File: config.mk
export PLATFORM = sky130hd
export DESIGN_NAME = mesi_snoop_agent
export DESIGN_NICKNAME = d
export VERILOG_FILES = /design/src/rtl/mesi_snoop_agent.sv
export SDC_FILE = /design/constraint.sdc
export NUM_CORES = 1
export LEC_CHECK = 0
export ABC_CLOCK_PERIOD_IN_PS = 10200
export CORE_AREA = 5 5 234 236
export DETAILED_ROUTE_END_ITERATION = 16
export DIE_AREA = 0 0 239 241
export PLACE_DENSITY_LB_ADDON = 0.2
export SLEW_MARGIN = 40
export SYNTH_ARGS = -nofsm -noshare
export SYNTH_HDL_FRONTEND = slang
export SYNTH_SLANG_ARGS = --single-unit
export TNS_END_PERCENT = 20
File: constraint.sdc
create_clock -name clk -period 10.2 [get_ports clk]
set_clock_uncertainty 0.05 [all_clocks]
set_input_delay 2.04 -clock clk [delete_from_list [all_inputs] [get_ports clk]]
set_output_delay 2.04 -clock clk [all_outputs]
set_load 0.01 [all_outputs]
File: src/rtl/mesi_snoop_agent.sv
// Per-CPU MESI snoop agent: tag/state table lookup, write-back
// handshake, CPU enable relay and single-cycle bus acknowledge.
module mesi_snoop_agent #(
  parameter int ADDR_WIDTH     = 32,
  parameter int CBUS_CMD_WIDTH = 3,
  parameter int OFFSET_BITS    = 2,
  parameter int INDEX_WIDTH    = 4
) (
  input  logic                      clk,
  input  logic                      rst,
  input  logic [CBUS_CMD_WIDTH-1:0] cbus_cmd_i,
  input  logic [ADDR_WIDTH-1:0]     cbus_addr_i,
  output logic                      cbus_ack_o,
  output logic                      wb_req_o,
  output logic [ADDR_WIDTH-1:0]     wb_addr_o,
  input  logic                      wb_ack_i,
  output logic                      cpu_en_wr_o,
  output logic                      cpu_en_rd_o,
  input  logic                      cpu_done_i,
  input  logic                      fill_vld_i,
  input  logic [ADDR_WIDTH-1:0]     fill_addr_i,
  input  logic [1:0]                fill_state_i,
  output logic                      fill_rdy_o
);

  localparam int TAG_LO = OFFSET_BITS + INDEX_WIDTH;
  localparam int TAG_W  = ADDR_WIDTH - TAG_LO;
  localparam int LINE_W = ADDR_WIDTH - OFFSET_BITS;
  localparam int LINES  = 1 << INDEX_WIDTH;

  localparam logic [CBUS_CMD_WIDTH-1:0] CMD_WR_SNOOP = 1;
  localparam logic [CBUS_CMD_WIDTH-1:0] CMD_RD_SNOOP = 2;
  localparam logic [CBUS_CMD_WIDTH-1:0] CMD_EN_WR    = 3;
  localparam logic [CBUS_CMD_WIDTH-1:0] CMD_EN_RD    = 4;

  localparam logic [1:0] ST_I = 2'd0;
  localparam logic [1:0] ST_S = 2'd1;
  localparam logic [1:0] ST_E = 2'd2;
  localparam logic [1:0] ST_M = 2'd3;

  typedef enum logic [1:0] {IDLE, WB, EN_WAIT, ACK} state_t;

  state_t                    state_q, state_d;
  logic [CBUS_CMD_WIDTH-1:0] cmd_q;
  logic [LINE_W-1:0]         line_q;
  logic                      en_wr_q, en_rd_q;
  logic [TAG_W-1:0]          tag_q [LINES];
  logic [1:0]                st_q  [LINES];

  logic [INDEX_WIDTH-1:0] idx_c, fill_idx, upd_idx;
  logic [TAG_W-1:0]       tag_c;
  logic [1:0]             st_c, upd_st;
  logic                   hit, upd, fill_ok;
  logic                   is_wr, is_rd, is_en;
  logic                   unused_ok;

  assign idx_c    = cbus_addr_i[TAG_LO-1:OFFSET_BITS];
  assign tag_c    = cbus_addr_i[ADDR_WIDTH-1:TAG_LO];
  assign fill_idx = fill_addr_i[TAG_LO-1:OFFSET_BITS];
  assign st_c     = st_q[idx_c];
  assign hit      = (tag_q[idx_c] == tag_c) && (st_c != ST_I);

  assign is_wr = (cbus_cmd_i == CMD_WR_SNOOP);
  assign is_rd = (cbus_cmd_i == CMD_RD_SNOOP);
  assign is_en = (cbus_cmd_i == CMD_EN_WR) ||
                 (cbus_cmd_i == CMD_EN_RD);

  assign unused_ok = ^{cbus_addr_i[OFFSET_BITS-1:0],
                       fill_addr_i[OFFSET_BITS-1:0]};

  always_comb begin
    state_d = state_q;
    upd     = 1'b0;
    upd_idx = idx_c;
    upd_st  = ST_I;
    fill_ok = 1'b0;
    unique case (state_q)
      IDLE: begin
        unique case (1'b1)
          is_wr: begin
            if (hit && st_c == ST_M) begin
              state_d = WB;
            end else begin
              upd     = hit;
              state_d = ACK;
            end
          end
          is_rd: begin
            if (hit && st_c == ST_M) begin
              state_d = WB;
            end else begin
              upd     = hit && (st_c == ST_E);
              upd_st  = ST_S;
              state_d = ACK;
            end
          end
          is_en:   state_d = EN_WAIT;
          default: fill_ok = 1'b1;
        endcase
      end
      WB: begin
        upd_idx = line_q[INDEX_WIDTH-1:0];
        upd_st  = (cmd_q == CMD_WR_SNOOP) ? ST_I : ST_S;
        if (wb_ack_i) begin
          upd     = 1'b1;
          state_d = ACK;
        end
      end
      // The grant cycle itself never counts as completion.
      EN_WAIT: begin
        if (cpu_done_i && !(en_wr_q || en_rd_q)) state_d = ACK;
      end
      ACK:     state_d = IDLE;
      default: state_d = IDLE;
    endcase
  end

  always_ff @(posedge clk) begin
    if (rst) begin
      state_q <= IDLE;
      cmd_q   <= '0;
      line_q  <= '0;
      en_wr_q <= 1'b0;
      en_rd_q <= 1'b0;
      for (int i = 0; i < LINES; i++) begin
        tag_q[i] <= '0;
        st_q[i]  <= ST_I;
      end
    end else begin
      state_q <= state_d;
      en_wr_q <= (state_q == IDLE) && (cbus_cmd_i == CMD_EN_WR);
      en_rd_q <= (state_q == IDLE) && (cbus_cmd_i == CMD_EN_RD);
      if (state_q == IDLE && !fill_ok) begin
        cmd_q  <= cbus_cmd_i;
        line_q <= cbus_addr_i[ADDR_WIDTH-1:OFFSET_BITS];
      end
      if (upd) begin
        st_q[upd_idx] <= upd_st;
      end else if (fill_ok && fill_vld_i) begin
        tag_q[fill_idx] <= fill_addr_i[ADDR_WIDTH-1:TAG_LO];
        st_q[fill_idx]  <= fill_state_i;
      end
    end
  end

  assign cbus_ack_o  = (state_q == ACK);
  assign wb_req_o    = (state_q == WB);
  assign wb_addr_o   = wb_req_o ? {line_q, {OFFSET_BITS{1'b0}}} : '0;
  assign cpu_en_wr_o = en_wr_q;
  assign cpu_en_rd_o = en_rd_q;
  assign fill_rdy_o  = fill_ok && !rst;

endmodule

==> results.tsv, run 1 <==
stage	metric	value	unit
synth	async_reset_ff_share	0	%
place	gp_congestion	0.832	
sta	hold_viol	0	
route	vias	15000	
status	outcome	complete, no violations	
setup_path	cp_max_fo	39	
floorplanning	core	52200	sq um
global_routing	grt_use_met1	32.9	%
power_and_ir_drop	p_seq_share	49.9	%
finish	syn_to_final_growth	13.7	%
route	detail-route-antenna-nets	0	
synth	synth_common_cells	448 x edfxtp_1, 319 x and3_1, 138 x and2_1	
global_routing	top_usage_layer	met2	
finish	fill_cells	4441	
route	drc	0	
sta	fin_ws	3760	ps
global_routing	grt_pass1_wl	100	mm
min_path	hold_path.class	flop to flop	
synth	yosysWarnings	0	
power_and_ir_drop	power_frac_comb	12.7	%
setup_path	r2r_start	tag_q[7][22]	
place	numPortBuffers	104	
power_and_ir_drop	p_per_area	175	nW/um^2
power_and_ir_drop	leakagePower	10.5	nW
power_and_ir_drop	clock_power_share	37.4	%
clock_network	cts_made_buffers	51	
min_path	min_to	line_q[11]	
synth	synth.top_cell.area_share	57.8	%
floorplanning	die-area	57600	sq um
power_and_ir_drop	intPower	3.45	mW
synth	synth.avg_cell_area	13.4	sq um
setup_path	worst-endpoint-arrival	4350	ps
place	dpl_cell_area	24900	sq um
finish	fin_nets	1834	
clock_network	root_buffer	clkbuf_16	
setup_path	crit_path_start_kind	primary input	
min_path	hold-path-cell-count	2	
synth	synth.largest_area_cell	edfxtp_1	
flow_run	cap_violations	0	
min_path	hp-start	line_q[11]	
floorplanning	rows	84	
setup_path	critPathCaptureType	output port	
power_and_ir_drop	p_sw_share	25.6	%
synth	netlist_area	23300	sq um
clock_network	htreeDepth	2	
sta	grt_setup_unrepaired	false	
route	viasPerCell	6.04	
sta	relSlewSlack	47.6	%
synth	synth_edf_count	448	
finish	final_cell_area	26400	sq um
global_routing	antenna_found_initial	2	
synth	synthTopCellsByArea	edfxtp_1 58%, and3_1 8.6%, mux4_2 7.8%	
finish	final_core_util	50.6	%
synth	syn_inst	1734	
floorplanning	ios	111	
clock_network	post-cts-setup-buffer-count	0	
floorplanning	initial_utilization	44.5	%
synth	ys_seq_area_share	61.0	%
synth	synth.most_common_cell	edfxtp_1	
floorplanning	die_h	241	microns
route	drt_wl_total	68.0	mm
finish	drive_above_1_share	12.7	%
synth	synth_ff_type	edfxtp_1	
sta	setup_violations	0	
synth	ys_seq_elements	485	
setup_path	rr_worst_depth	9	
global_routing	grt_pass1_vias	14900	
setup_path	reg2reg_to	st_q[1][0]	
clock_network	cts.path.max_buffers	3	
sta	drv_slew	0	
power_and_ir_drop	ir_drop	0.000132	V
setup_path	required	8110	ps
global_routing	grtUsageMet2	38.5	%
route	wl_per_cell	27.4	microns
global_routing	grt_start_max_net_pins	105	
floorplanning	die_w	239	microns
power_and_ir_drop	switchingPower	1.18	mW
clock_network	clk_pin_slew	50	ps
place	place_ws	3450	ps
sta	fin_crit_sh	63.1	%
sta	max_clock_freq	0.155	GHz
route	dr.first_iter.drc_count	1453	
global_routing	gr-total-overflow	0	
global_routing	met3_usage	3.28	%
clock_network	clock_sinks	485	
clock_network	cts_hold_buf	0	
clock_network	cts_tree	built	
clock_network	cts-resized-gates	0	
place	place_hpwl	37.1	mm
clock_network	clk_latency	600	ps
sta	worstMarginPinSlew	786	ps
setup_path	critPathKind	primary input to output port	
global_routing	track_usage	23.4	%
sta	tns	0	ps
sta	fin_crit	6440	ps
power_and_ir_drop	finalPower	4.63	mW
synth	ys_types	65	
route	dr.pass1.iters	6	
setup_path	r2r_slack	6250	ps
## area by class of cell
cell class	instances	area, sq um	share of cell area (%)
antenna	1	2.50	0.00946
clock buffer	72	1390	5.24
clock inverter	17	116	0.440
inverter	8	30.0	0.114
multi-input combinational	1068	8440	31.9
sequential	485	14200	53.7
tap	688	861	3.25
timing repair buffer	142	1420	5.37
## critical path, stage by stage
cell and delay (ps):
clkdlybuf4s50_1 400, buf_4 270, inv_1 100, buf_4 450, nand2_1 200, nor2_1 280
clkdlybuf4s50_1 600
## power groups by stage
| stage | registers, mW | logic [mW] | clock network [mW] |
|---|---|---|---|
| 2_1_floorplan | 2.34 | 0.363 | 0 |
| 3_3_place_gp | 2.34 | 0.574 | 0 |
| 3_5_place_dp | 2.35 | 0.587 | 0 |
| 4_1_cts | 2.31 | 0.589 | 1.75 |
| 5_1_grt | 2.32 | 0.633 | 1.84 |
| 6_report | 2.31 | 0.588 | 1.73 |
## through the flow
| stage | hold slack [ps] | std cells |
|---|---|---|
| finish | 398 | 2481 |
| global route | 419 | 2480 |
| CTS | 401 | 2479 |
| detailed placement | 393 | 2390 |
| global placement | 387 | 2386 |
| floorplan | 382 | 1735 |
## placed cells by master (no fill, tap or decap), drive strengths merged, types with 23 or more instances in the layout
master / Yosys / layout
a21oi: 52 / 52
and2: 138 / 138
and3: 319 / 319
buf: 39 / 41
clkbuf: 135 / 73
clkdlybuf4s50: 0 / 100
dfxtp: 37 / 37
edfxtp: 448 / 448
mux2i: 71 / 71
mux4: 88 / 88
nand2: 111 / 111
nand3: 23 / 23
nor2: 32 / 32
xnor2: 24 / 24
xor2: 26 / 26
## sequential cells by signal (all words and copies together) (netlist names)
| name | cells |
|---|---|
| cmd_q | 3 |
| cpu_en_wr_o | 1 |
| state_q | 2 |
| tag_q | 416 |
| cpu_en_rd_o | 1 |
| line_q | 30 |
| st_q | 32 |
## worst max path at each step
stage,slack [ps],start,endpoint,cells after the start
2_1_floorplan,4490,cbus_cmd_i[2],tag_q[15][0],7
3_3_place_gp,3390,cbus_addr_i[3],st_q[12][0],13
3_5_place_dp,3450,cbus_addr_i[3],st_q[1][0],14
4_1_cts,3780,rst,fill_rdy_o,7
5_1_grt,3650,rst,fill_rdy_o,7
6_report,3760,rst,fill_rdy_o,7
## kinds of logic (layout without fill, tap and decap cells)
logic type      after synthesis  after routing  synth area share, %
compound gates              141            141                 3.88
xor+xnor                     50             50                 1.88
fa+ha+maj                     4              4                0.215
buf+inv                     182            239                 3.37
flops                       485            485                 61.0
mux                         170            170                 12.2
other cells                   1              3               0.0161
simple gates                701            701                 17.4
## layer usage
metal / share of wire [%] / wire [microns] / vias to the layer above
met5: 0 / 0 / -
met4: 2.6 / 1800 / 0
met3: 7.1 / 4820 / 118
met2: 48 / 32500 / 600
met1: 42 / 28800 / 7665
li1: - / - / 6594
No activity file was read; power rests on OpenSTA's default activity.
==> inputs of run 2 (changes only) <==
--- a/config.mk
+++ b/config.mk
@@ -5,7 +5,7 @@
 export SDC_FILE = /design/constraint.sdc
 export NUM_CORES = 1
 export LEC_CHECK = 0
-export ABC_CLOCK_PERIOD_IN_PS = 10200
+export ABC_CLOCK_PERIOD_IN_PS = 5300
 export CORE_AREA = 5 5 234 236
 export DETAILED_ROUTE_END_ITERATION = 16
 export DIE_AREA = 0 0 239 241
==> constraint.sdc (replaced) <==
create_clock -name clk -period 5.3 [get_ports clk]
set_clock_uncertainty 0.05 [all_clocks]
set_input_delay 1.06 -clock clk [delete_from_list [all_inputs] [get_ports clk]]
set_output_delay 1.06 -clock clk [all_outputs]
set_load 0.01 [all_outputs]
==> results.tsv, run 2 (synthesis results as in run 1) <==
stage	metric	value	unit
sta	worstMarginPinSlew	775	ps
finish	fin_nets	1880	
route	drt_wl_total	68.4	mm
finish	registers.top_by_ff_count	tag_q	
global_routing	gr-total-overflow	0	
clock_network	cts-resized-gates	0	
power_and_ir_drop	ir_drop	0.000201	V
finish	layout_common_cells	448 x edfxtp_1, 318 x and3_1, 137 x and2_1, 103 x nand2_1, 100 x clkdlybuf4s50_1	
clock_network	post-cts-setup-buffer-count	0	
finish	register_area	14200	sq um
route	viasPerCell	5.99	
sta	hold_viol	0	
finish	fill_cells	4366	
setup_path	critPathCaptureType	flop	
global_routing	grt_pass1_vias	15000	
route	detail-route-antenna-nets	0	
route	wl_per_cell	27.1	microns
global_routing	track_usage	23.5	%
sta	drv_slew	0	
floorplanning	core	52200	sq um
clock_network	clock_sinks	485	
floorplanning	die_h	241	microns
setup_path	worst-endpoint-arrival	4690	ps
flow_run	cap_violations	0	
clock_network	clk_latency	590	ps
setup_path	critPathKind	primary input to flop	
setup_path	required	5560	ps
finish	final_common_cell	edfxtp_1	
sta	fin_crit	4430	ps
floorplanning	ios	111	
floorplanning	rows	84	
clock_network	clk_pin_slew	60	ps
min_path	hold_path.class	flop to flop	
place	place_hpwl	41.0	mm
clock_network	cts.path.max_buffers	3	
clock_network	htreeDepth	2	
finish	largest_reg_flops	416	
sta	tns	0	ps
power_and_ir_drop	p_per_area	332	nW/um^2
clock_network	root_buffer	clkbuf_16	
power_and_ir_drop	leakagePower	10.8	nW
route	vias	15100	
finish	syn_to_final_growth	15.4	%
route	drc	0	
finish	drive_above_1_share	15.1	%
sta	grt_setup_unrepaired	false	
global_routing	grt_start_max_net_pins	69	
finish	multi_input_area	8420	sq um
sta	relSlewSlack	48.3	%
sta	fin_crit_sh	83.6	%
clock_network	cts_made_buffers	51	
global_routing	grt_pass1_wl	101	mm
status	outcome	complete, no violations	
floorplanning	initial_utilization	44.5	%
finish	final_cell_area	26900	sq um
clock_network	cts_tree	built	
place	numPortBuffers	104	
setup_path	cp_max_fo	17	
sta	max_clock_freq	0.226	GHz
route	dr.pass1.iters	5	
place	dpl_cell_area	25400	sq um
setup_path	crit_path_start_kind	primary input	
global_routing	antenna_found_initial	3	
place	gp_congestion	0.843	
sta	setup_violations	0	
floorplanning	die_w	239	microns
route	dr.first_iter.drc_count	1767	
floorplanning	die-area	57600	sq um
clock_network	cts_hold_buf	0	
finish	top_regs	tag_q: 416 flops, st_q: 32 flops, line_q: 30 flops	
run 2: changes by cell type in the layout (fill, tap and decap cells not counted), moves of 2 or more:
cell      before  now
buf_16         2    0
buf_12         4   16
clkbuf_8       2    0
clkinv_2       3   10
clkinv_1      11    8
buf_4         31   71
buf_6          3    0
nand2_4        3    0
nand2_2        5    8
clkbuf_1      19   17
run 2: path summary, 6_finish.rpt:
| kind | slack [ps] | to | from | cells past startpoint |
|---|---|---|---|---|
| worst min register to register | 400 | line_q[18] | line_q[18] | 2 |
| worst min-delay path | 400 | line_q[18] | line_q[18] | 2 |
| worst max register to register | 1490 | st_q[9][0] | tag_q[10][23] | 12 |
| worst max-delay path | 870 | st_q[13][1] | cbus_addr_i[3] | 14 |
run 2: report_power, final:
group	internal (mW)	switching (mW)
Clock	1.86	1.45
Combinational	0.432	0.739
Sequential	4.37	0.0732
Total	6.66	2.26
run 2: critical path, cell delays in order:
cell and delay, ps:
buf_4 280, buf_12 230, mux4_2 510, mux2i_1 420, xnor2_1 190, nor2_1 60
a41oi_1 580, nor2_1 110, nand4b_1 120, buf_4 150, o31ai_1 90, buf_4 140
a211oi_1 530, nor2_1 160
run 2: cell type report:
cell class / count / share of cell area, %
Timing Repair Buffer: 188 / 6.92
Multi-Input combinational cell: 1068 / 31.3
Inverter: 8 / 0.112
Clock buffer: 68 / 4.99
Clock inverter: 20 / 0.541
Tap cell: 688 / 3.21
Sequential cell: 485 / 52.9
Antenna cell: 2 / 0.0186
run 2: layer usage:
layer	GRT usage, %	routed length [microns]	vias to the layer above
met5	0	0	-
met2	38.6	32800	622
met1	32.3	28500	7723
met4	6.03	1640	0
li1	-	-	6681
met3	4.86	5580	106
run 2: stage by stage:
| stage | hold slack [ps] | instances | util [%] | worst slack, ps | power [mW] |
|---|---|---|---|---|---|
| 5_1_grt | 419 | 2526 | 51.4 | 688 | 9.23 |
| 6_report | 397 | 2527 | 51.4 | 872 | 8.92 |
| 3_3_place_gp | 388 | 2436 | 48.5 | 381 | 5.66 |
| 2_1_floorplan | 382 | 1735 | - | 571 | 5.20 |
| 4_1_cts | 400 | 2525 | 51.4 | 974 | 8.98 |
| 3_5_place_dp | 392 | 2437 | 48.6 | 343 | 5.69 |
==> inputs of run 3 (changes only) <==
--- a/config.mk
+++ b/config.mk
@@ -5,7 +5,7 @@
 export SDC_FILE = /design/constraint.sdc
 export NUM_CORES = 1
 export LEC_CHECK = 0
-export ABC_CLOCK_PERIOD_IN_PS = 5300
+export ABC_CLOCK_PERIOD_IN_PS = 3800
 export CORE_AREA = 5 5 234 236
 export DETAILED_ROUTE_END_ITERATION = 16
 export DIE_AREA = 0 0 239 241
==> constraint.sdc (replaced) <==
create_clock -name clk -period 3.8 [get_ports clk]
set_clock_uncertainty 0.05 [all_clocks]
set_input_delay 0.76 -clock clk [delete_from_list [all_inputs] [get_ports clk]]
set_output_delay 0.76 -clock clk [all_outputs]
set_load 0.01 [all_outputs]
==> results.tsv, run 3 (synthesis results as in run 1) <==
stage	metric	value	unit
power_and_ir_drop	p_per_area	466	nW/um^2
route	dr.pass1.iters	5	
setup_path	crit_path_start_kind	primary input	
route	vias	15500	
sta	max_clock_freq	0.274	GHz
finish	drive_above_1_share	19.3	%
finish	registers.top_by_ff_count	tag_q	
global_routing	grt_pass1_wl	102	mm
power_and_ir_drop	power_frac_comb	13.6	%
floorplanning	rows	84	
setup_path	crit_top_cell	buf_4	
sta	tns	0	ps
sta	drv_slew	0	
finish	fin_cells	2619	
setup_path	slowest_stage	buf_4	
setup_path	critPathKind	primary input to flop	
clock_network	cts_tree	built	
finish	top_regs	tag_q: 416 flops, st_q: 32 flops, line_q: 30 flops	
sta	relSlewSlack	46.4	%
power_and_ir_drop	p_sw_share	25.0	%
floorplanning	die-area	57600	sq um
clock_network	clk_pin_slew	60	ps
clock_network	clk_latency	610	ps
route	dr.first_iter.drc_count	1384	
power_and_ir_drop	p_seq_share	47.6	%
power_and_ir_drop	ir_drop	0.000353	V
power_and_ir_drop	intPower	9.76	mW
power_and_ir_drop	leakagePower	11.4	nW
finish	syn_to_final_growth	20.0	%
power_and_ir_drop	switchingPower	3.26	mW
setup_path	critPathCaptureType	flop	
clock_network	cts_made_buffers	51	
clock_network	cts.path.max_buffers	3	
clock_network	root_buffer	clkbuf_16	
setup_path	required	4180	ps
sta	holdWs	397	ps
floorplanning	initial_utilization	44.5	%
route	drc	0	
sta	hold_viol	0	
flow_run	cap_violations	0	
finish	layout_common_cells	448 x edfxtp_1, 318 x and3_1, 138 x and2_1, 136 x buf_4, 104 x nand2_1	
setup_path	worst-endpoint-arrival	4030	ps
place	place_hpwl	42.1	mm
sta	setup_violations	0	
floorplanning	die_h	241	microns
floorplanning	ios	111	
sta	fin_crit	3650	ps
finish	largest_reg_flops	416	
global_routing	track_usage	23.7	%
route	wl_per_cell	26.6	microns
sta	grt_setup_unrepaired	false	
route	drt_wl_total	69.8	mm
floorplanning	core	52200	sq um
finish	final_common_cell	edfxtp_1	
floorplanning	die_w	239	microns
setup_path	cp_max_fo	16	
place	dp_cells	2518	
global_routing	grt_pass1_vias	15200	
power_and_ir_drop	clock_power_share	38.8	%
global_routing	antenna_found_initial	4	
place	gp_congestion	0.841	
setup_path	slowest_delay	340	ps
clock_network	clock_sinks	485	
global_routing	gr-total-overflow	0	
sta	fin_crit_sh	96.1	%
route	viasPerCell	5.92	
clock_network	htreeDepth	2	
route	detail-route-antenna-nets	0	
sta	worstMarginPinSlew	804	ps
finish	fin_nets	1964	
global_routing	grt_start_max_net_pins	81	
setup_path	path_cells	buf_6 -> buf_4 -> buf_4 -> mux2i_1 -> a22oi_1 -> a21o_1 -> a221o_1 -> nand2_1 -> and4_1 -> nand4_1 -> a211oi_4 -> buf_12 -> nand3_1 -> buf_4 -> a31oi_1	
min_path	hold_path.class	flop to flop	
place	numPortBuffers	104	
clock_network	cts_hold_buf	0	
status	outcome	complete, no violations	
-- run 3: routing by layer --
layer	vias up	routed length, microns	global-route usage (%)	share of wire (%)
li1	6868	-	-	-
met1	7933	29800	33.6	43
met2	600	33100	38.6	47
met3	106	5100	3.70	7.3
met4	2	1780	6.69	2.5
met5	-	13	0	0.019
-- run 3: critical path, delay by kind of cell --
family                 cells  cell delay, ps
buffers and inverters      5            1200
AO/OA/AOI/OAI              5            1090
AND/OR/NAND/NOR            4             720
multiplexers               1             230
-- run 3: path summary, 6_finish.rpt --
kind	from	to	slack, ps	cells after the start
max	cbus_addr_i[4]	st_q[11][1]	150	15
min reg2reg	line_q[12]	line_q[12]	400	2
min	line_q[12]	line_q[12]	400	2
max reg2reg	tag_q[3][23]	st_q[12][1]	210	12
-- run 3: area by class of cell --
cell class,count,area (sq um)
Clock inverter,29,302
Fill cell,4311,24300
Multi-Input combinational cell,1068,8440
Clock buffer,67,1380
Inverter,8,30.0
Sequential cell,485,14200
Timing Repair Buffer,272,2720
Tap cell,688,861
Antenna cell,2,5.00
-- run 3: repair_timing --
action	CTS	global route
gates resized for setup	2	14
pin swaps	0	2
gates cloned	0	3
endpoints found under the setup margin	51	62
buffers inserted	0	0
endpoints found under the hold margin	0	0
-- run 3: stage by stage --
step           total power [mW]  utilization (%)  setup slack (ps)  cell area, sq um
3_3_place_gp               8.01             49.9              -689             26100
5_1_grt                    13.4             53.5              2.92             27900
3_5_place_dp               8.05             49.9              -764             26100
4_1_cts                    13.1             53.2              2.91             27800
2_1_floorplan              7.25                -              -629             23300
6_report                   13.0             53.5               146             27900
-- run 3: power by group through the flow --
stage	clock, mW	sequential [mW]	combinational (mW)
2_1_floorplan	0	6.27	0.974
3_3_place_gp	0	6.29	1.72
3_5_place_dp	0	6.31	1.74
4_1_cts	5.13	6.19	1.75
5_1_grt	5.33	6.22	1.89
6_report	5.05	6.19	1.77
